$ cat config.mk
export PLATFORM = sky130hd
export DESIGN_NAME = keyboard_event_controller
export DESIGN_NICKNAME = d
export VERILOG_FILES = /design/src/rtl/keyboard_event_controller.sv
export SDC_FILE = /design/constraint.sdc
export NUM_CORES = 1
export LEC_CHECK = 0
export CORE_MARGIN = 5
export CORE_UTILIZATION = 55
export CTS_BUF_LIST = sky130_fd_sc_hd__clkbuf_8
export DETAILED_ROUTE_END_ITERATION = 7
export HOLD_SLACK_MARGIN = 0.08
export PLACE_DENSITY = 0.74
export SETUP_SLACK_MARGIN = 0.3
export SLEW_MARGIN = 10
export SYNTH_ARGS = -nofsm -noshare
export SYNTH_HDL_FRONTEND = slang
export SYNTH_SLANG_ARGS = --single-unit
$ cat constraint.sdc
create_clock -name clk -period 5.29 [get_ports clk]
set_clock_uncertainty 0.05 [all_clocks]
set_input_delay 0.529 -clock clk [delete_from_list [all_inputs] [get_ports clk]]
set_output_delay 0.529 -clock clk [all_outputs]
set_load 0.005 [all_outputs]
$ cat src/rtl/keyboard_event_controller.sv
// Keyboard event sequencer: sync, debounce, scan, and FWFT event FIFO.
// Turns a decoded active-low key vector into press/release events.
module keyboard_event_controller #(
  parameter int KEY_COUNT        = 16,
  parameter int KEY_INDEX_WIDTH  = 4,
  parameter int SAMPLE_DIV       = 50000,
  parameter int DEBOUNCE_SAMPLES = 4,
  parameter int FIFO_DEPTH       = 4,
  parameter int FIFO_PTR_WIDTH   = 2
) (
  input  logic                       clk,
  input  logic                       reset_n,
  input  logic [KEY_COUNT-1:0]       keys,
  output logic [KEY_INDEX_WIDTH-1:0] event_key,
  output logic                       event_pressed,
  output logic                       event_valid,
  input  logic                       event_ready,
  output logic                       busy
);

  localparam int SDW = $clog2(SAMPLE_DIV);
  localparam int DCW = $clog2(DEBOUNCE_SAMPLES);
  localparam int KIW = KEY_INDEX_WIDTH;
  localparam int FPW = FIFO_PTR_WIDTH;

  typedef enum logic {
    IDLE,
    SCAN
  } state_t;

  logic [KEY_COUNT-1:0] meta;
  logic [KEY_COUNT-1:0] sync_keys;
  logic [KEY_COUNT-1:0] candidate;
  logic [KEY_COUNT-1:0] stable;
  logic [KEY_COUNT-1:0] reported;
  logic [SDW-1:0]       div_cnt;
  logic [DCW-1:0]       deb_cnt;
  logic                 tick;

  state_t               state;
  logic [KIW-1:0]       idx;
  logic                 differ;
  logic                 last;

  logic [KIW:0]         mem [FIFO_DEPTH];
  logic [FPW-1:0]       wr_ptr;
  logic [FPW-1:0]       rd_ptr;
  logic [FPW:0]         occ;
  logic                 full;
  logic                 push;
  logic                 pop;

  assign tick   = (div_cnt == SDW'(SAMPLE_DIV - 1));
  assign differ = (stable[idx] != reported[idx]);
  assign last   = (idx == KIW'(KEY_COUNT - 1));
  assign full   = (occ == (FPW+1)'(FIFO_DEPTH));
  assign push   = (state == SCAN) && differ && !full;
  assign pop    = event_valid && event_ready;

  assign event_valid = (occ != '0);
  assign busy        = (state == SCAN);
  assign {event_key, event_pressed} = mem[rd_ptr];

  always_ff @(posedge clk or negedge reset_n) begin
    if (!reset_n) begin
      meta      <= '1;
      sync_keys <= '1;
    end else begin
      meta      <= keys;
      sync_keys <= meta;
    end
  end

  always_ff @(posedge clk or negedge reset_n) begin
    if (!reset_n) begin
      div_cnt <= '0;
    end else if (tick) begin
      div_cnt <= '0;
    end else begin
      div_cnt <= div_cnt + SDW'(1);
    end
  end

  // count saturates; once saturated, each matching tick re-commits
  always_ff @(posedge clk or negedge reset_n) begin
    if (!reset_n) begin
      candidate <= '1;
      stable    <= '1;
      deb_cnt   <= '0;
    end else if (tick) begin
      if (sync_keys == candidate) begin
        if (deb_cnt == DCW'(DEBOUNCE_SAMPLES - 1)) begin
          stable <= candidate;
        end else begin
          deb_cnt <= deb_cnt + DCW'(1);
        end
      end else begin
        candidate <= sync_keys;
        deb_cnt   <= '0;
      end
    end
  end

  always_ff @(posedge clk or negedge reset_n) begin
    if (!reset_n) begin
      state    <= IDLE;
      idx      <= '0;
      reported <= '1;
    end else begin
      unique case (state)
        IDLE: begin
          if (stable != reported) begin
            state <= SCAN;
            idx   <= '0;
          end
        end
        SCAN: begin
          // a full FIFO holds idx until a slot frees
          if (!differ || !full) begin
            if (differ) begin
              reported[idx] <= stable[idx];
            end
            if (last) begin
              state <= IDLE;
            end else begin
              idx <= idx + KIW'(1);
            end
          end
        end
        default: state <= IDLE;
      endcase
    end
  end

  always_ff @(posedge clk or negedge reset_n) begin
    if (!reset_n) begin
      for (int i = 0; i < FIFO_DEPTH; i++) begin
        mem[i] <= '0;
      end
      wr_ptr <= '0;
      rd_ptr <= '0;
      occ    <= '0;
    end else begin
      if (push) begin
        mem[wr_ptr] <= {idx, ~stable[idx]};
        wr_ptr      <= wr_ptr + FPW'(1);
      end
      if (pop) begin
        rd_ptr <= rd_ptr + FPW'(1);
      end
      unique case ({push, pop})
        2'b10:   occ <= occ + (FPW+1)'(1);
        2'b01:   occ <= occ - (FPW+1)'(1);
        default: occ <= occ;
      endcase
    end
  end

endmodule

==> reports/qor.txt, run 1 <==
Slew @ Worst Pin = 0.7953 ns
Setup_tns = 0 ns
Final setup violation count = 0
Hold_ws = 0.1250 ns
Vias in the first global route = 3552
Critical-path maximum fanout = 17
Routed WL = 10.00 mm
Max cap viols = 0
Area Growth Syn to Fin = 12.61%
Startpoint Class = register
Number of synthesized flops with an enable pin = 0
Sequential-to-total area share from yosys stat = 0.5709
LEAKAGE = 2.843 nW
Syn Area/Cell = 13.85 um2
Reg2reg setup slack = 1.61 ns
First-pass GRT wire length = 17.41 mm
Start of the worst register-to-register path = idx[0]$_DFFE_PN0P_
R2r endpoint = occ[2]$_DFFE_PN0P_
DIE WIDTH = 113.3 um
Port Buffers = 25
Die H = 113.3 um
Core Util, Final = 0.6378
CTS tree = yes
Final nets = 485
Synth Cell Area = 5873 um2
Max-Slew Margin vs Limit = 0.4546
RSZ-0062 raised after global routing = false
Worst setup path endpoint = occ[2]$_DFFE_PN0P_
CTS Buf Count = 17
Gr usage total = 0.1732
Share of cells above drive strength 1 = 0.4197
Worst setup margin = 1.614 ns
CP Data Arrival Time = 3.98 ns
Mapped Cells = 424
First-pass DRT Iterations = 4
# H-tree levels = 4
Final worst path period share = 0.6949
Final HPWL DP = 7.036 mm
Clock power frac = 0.397
Via count = 3322
Starting DRT DRC Count = 123
Switching fraction of total power = 0.2464
Tmin final = 3.676 ns
Non-filler instance count after layout = 603
CP Capture Type = register
YS warnings = 0
Cts hold-fix bufs = 0
Final ANT Viol Nets = 0
Vias per cell = 5.509
Global placer's final weighted congestion = 0.8635
Initial antenna violation count = 0
Clk root buf = clkbuf_8
Hold Path Class = in2async
CTS resizes = 0
Wire per inst = 16.59 um
Ranking of synthesized cells by area = dfstp_2 (36%), dfrtp_1 (21%), mux2_2 (11%)
Place WS = 1.632 ns
Top-count cell post-synth = dfstp_2
Die ar. = 12840 um2
Initial Util = 0.5664
Largest net degree at the start of global routing = 94
Placed instance count = 571
Yosys top cell by area = dfstp_2
CTS clk-pin slew, worst paths = 0.08 ns
Post-synth net total = 455
Maximum VDD drop = 228.4 uV
Post-synth top flop = dfstp_2
F_max = 272.0 MHz
ANT cells = 0
Netlist cell types = 46
Synth top cells by count = dfstp_2 (80), mux2_2 (58), dfrtp_1 (50)
Synth Register Bits = 130
Status = complete, no violations
Worst path required time = 5.59 ns
Core area = 10370 um2
Pint = 1.508 mW
FFs w/ async S/R, synth = 1.000
Clock Latency Late Sink = 0.43 ns
Drc violations = 0
Share of the synthesized area in the top cell type = 0.3579
DP Area = 6225 um2
CP startpoint = idx[0]$_DFFE_PN0P_
Part of the power in registers = 0.540
# IOs = 26
Sw power = 0.4931 mW
Final Power = 2.001 mW
Pwr Density = 302.5 nW/um2
Row cnt = 37
Postcts setup bufs = 0
CTS Buffer Depth = 2
Final hold violations = 0
Worst Reg-to-Reg Cells = 12
Gate power share = 0.063
Total grt overflow = 0
Sinks on Clock Net = 130
Slew Limit Fails = 0
Final instance area = 6614 um2
WS Path Type = reg2reg
kinds of logic after synthesis:
group | Yosys count | synth area share
fa+ha+maj | 12 | 0.02684
flops | 130 | 0.5709
mux | 86 | 0.1890
xor+xnor | 54 | 0.08053
compound gates | 20 | 0.02173
buf+inv | 29 | 0.02279
simple gates | 93 | 0.08820
state kept, by name, summed over array words and instances (netlist names):
name       count
busy           1
candidate     16
deb_cnt        2
div_cnt       16
idx            4
mem           20
meta          16
occ            3
rd_ptr         2
reported      16
stable        16
sync_keys     16
wr_ptr         2
metal layers:
layer  wire length, um  global-route usage
met1              4576              0.2334
met2              4903              0.2709
met3               364             0.04492
met4               159             0.06651
met5                 0                   0
layout by cell type, fill, tap and decap left out, types with 2 or more instances in the layout:
cell type        instances
nand3_1                 10
ha_1                    11
mux4_2                  13
o31ai_1                  4
dfrtp_1                 50
clkinvlp_4               6
and3_1                   9
clkbuf_8                19
nor2_2                   3
nor4_2                   2
inv_1                   11
nand4_1                  6
xnor2_1                 27
o22ai_1                  4
a21oi_1                  2
nand2_1                 28
nand2b_1                 3
mux2_2                  58
dfstp_2                 80
mux2_1                   7
nor4_1                   5
clkdlybuf4s50_1         24
o21ai_0                  6
mux2i_1                  7
nor2b_1                  4
xor2_1                  27
inv_6                    5
nor2_1                  12
nand3b_1                 2
buf_4                    3
how the worst min path moves through the flow:
stage	slack [ns]	to	start	depth (start not counted)
floorplan	0.18	busy$_DFF_PN0_	reset_n	0
global placement	0.30	sync_keys[13]$_DFF_PN1_	meta[13]$_DFF_PN1_	0
detailed placement	0.30	sync_keys[7]$_DFF_PN1_	meta[7]$_DFF_PN1_	0
CTS	0.28	deb_cnt[0]$_DFFE_PN0P_	reset_n	1
global route	0.17	div_cnt[13]$_DFF_PN0_	reset_n	1
finish	0.13	div_cnt[13]$_DFF_PN0_	reset_n	1
layout make-up:
cell class                      instances  area [um2]
Clock buffer                           19       261.5
Multi-Input combinational cell        265        2386
Clock inverter                         13       123.9
Timing Repair Buffer                   28       274.0
Sequential cell                       130        3353
Tap cell                              136       170.2
Fill cell                             768        3756
Inverter                               12       45.04
power by group through the flow:
stage / combinational [mW] / clock [mW] / sequential (mW)
2_1_floorplan: 0.0978 / 0 / 1.07
3_3_place_gp: 0.122 / 0 / 1.10
3_5_place_dp: 0.130 / 0 / 1.10
4_1_cts: 0.130 / 0.819 / 1.08
5_1_grt: 0.145 / 0.868 / 1.09
6_report: 0.127 / 0.794 / 1.08
worst max-delay path, stage by stage (launching register included):
cell and delay (ns):
dfrtp_1 0.83, mux4_2 0.59, mux2i_1 0.24, xnor2_1 0.30, mux2_4 0.39, nor2_4 0.07, inv_1 0.06, ha_1 0.17
inv_1 0.06, fa_1 0.37, xor2_1 0.16, nor2_1 0.13, xor2_1 0.16
No activity file was read; power rests on OpenSTA's default activity.
==> run 2: changes to the inputs <==
clock period = 3.5 ns   (was 5.29 ns; I/O delays follow)
==> reports/qor.txt, run 2 (same netlist as run 1, synthesis figures left out) <==
Critical-path maximum fanout = 5
Tmin final = 3.035 ns
Gr usage total = 0.1745
CP Data Arrival Time = 3.34 ns
Global placer's final weighted congestion = 0.8722
Routed WL = 10.20 mm
Reg2reg setup slack = 0.47 ns
Final hold violations = 0
Pwr Density = 457.6 nW/um2
Commonest non-fill, non-tap cells in the layout = dfstp_2 (80), mux2_2 (58), dfrtp_1 (47)
Buffers & Inverters on Critical Path = 3
Core Util, Final = 0.6482
DIE WIDTH = 113.3 um
LEAKAGE = 2.905 nW
Final HPWL DP = 6.893 mm
Hold Path Class = in2reg
Row cnt = 37
Hold EP = meta[1]$_DFF_PN1_
Final setup violation count = 0
Die ar. = 12840 um2
Total grt overflow = 0
Largest net degree at the start of global routing = 131
Most common cell after layout, fill and taps aside = dfstp_2
# H-tree levels = 4
Initial antenna violation count = 0
Starting DRT DRC Count = 136
CP startpoint = idx[0]$_DFFE_PN0P_
Clk root buf = clkbuf_8
Via count = 3310
# IOs = 26
Startpoint Class = register
Place WS = 0.2151 ns
Maximum VDD drop = 371.7 uV
First-pass DRT Iterations = 5
CTS clk-pin slew, worst paths = 0.08 ns
CTS Buffer Depth = 2
Wire per inst = 16.75 um
Setup_tns = 0 ns
Critical-path cell with the highest stage delay = mux4_2
Hold_ws = 0.2642 ns
Port Buffers = 25
Vias per cell = 5.435
Slew Limit Fails = 0
Max cap viols = 0
Drc violations = 0
Core area = 10370 um2
Initial Util = 0.5664
Worst setup margin = 0.4653 ns
CP delay by family, top = multiplexers
RSZ-0062 raised after global routing = false
First-pass GRT wire length = 17.46 mm
Worst path required time = 3.81 ns
Hold wc startpoint = keys[1]
Worst Reg-to-Reg Cells = 13
Area Growth Syn to Fin = 14.44%
CP Capture Type = register
Min-Delay Path Depth = 1
Max reg flops = 20
Die H = 113.3 um
Sinks on Clock Net = 130
Start of the worst register-to-register path = idx[0]$_DFFE_PN0P_
Slew @ Worst Pin = 0.7360 ns
Worst path cell trace = buf_12 -> mux4_2 -> mux2i_1 -> xnor2_2 -> mux2_4 -> nor2_4 -> inv_1 -> ha_1 -> inv_1 -> fa_1 -> xor2_1 -> nor2_1 -> xor2_1
Max-Slew Margin vs Limit = 0.5093
Final nets = 491
CTS Buf Count = 17
Clock Latency Late Sink = 0.44 ns
F_max = 329.5 MHz
ANT cells = 0
Final Power = 3.076 mW
Final worst path period share = 0.8671
CP max stage delay = 0.48 ns
Share of cells above drive strength 1 = 0.4397
Final ANT Viol Nets = 0
WS Path Type = reg2reg
R2r endpoint = occ[2]$_DFFE_PN0P_
Largest Register = mem
Vias in the first global route = 3549
Status = complete, no violations
CTS tree = yes
run 2: stage by stage:
stage	instances	area [um2]
after global placement	574	6260
final	609	6721
after CTS	607	6668
after global routing	609	6721
after detailed placement	574	6260
after floorplan	424	5873
run 2: how the worst max path moves through the flow:
stage / endpoint / cells past startpoint / slack (ns)
2_1_floorplan: occ[2]$_DFFE_PN0P_ / 15 / 0.37
3_3_place_gp: occ[2]$_DFFE_PN0P_ / 12 / 0.37
3_5_place_dp: occ[2]$_DFFE_PN0P_ / 12 / 0.22
4_1_cts: occ[2]$_DFFE_PN0P_ / 12 / 0.35
5_1_grt: occ[2]$_DFFE_PN0P_ / 13 / 0.30
6_report: occ[2]$_DFFE_PN0P_ / 13 / 0.47
run 2: power breakdown:
group / internal (mW) / leakage (nW) / total, mW / switching [mW]
logic: 0.105 / 1.19 / 0.195 / 0.0900
registers: 1.57 / 1.50 / 1.63 / 0.0643
clock network: 0.670 / 0.212 / 1.25 / 0.576
total: 2.35 / 2.90 / 3.08 / 0.730
run 2: routing by layer:
layer,track usage,share of wire
met5,0,0
met4,0.05529,0.012
met3,0.05508,0.042
met2,0.2694,0.47
met1,0.2369,0.47
run 2: final cells by class:
type	instances	area [um2]
Clock buffer	19	261.5
Clock inverter	13	135.1
Fill cell	777	3649
Inverter	12	48.80
Multi-Input combinational cell	265	2409
Sequential cell	130	3357
Tap cell	136	170.2
Timing Repair Buffer	34	340.3
run 2: repair_timing:
item | CTS | global route
hold buffers | 1 | 0
endpoints found under the setup margin | 1 | 2
gates resized for setup | 1 | 7
hold endpoints to repair | 50 | 0
pin swaps | 0 | 0
setup buffers | 0 | 2
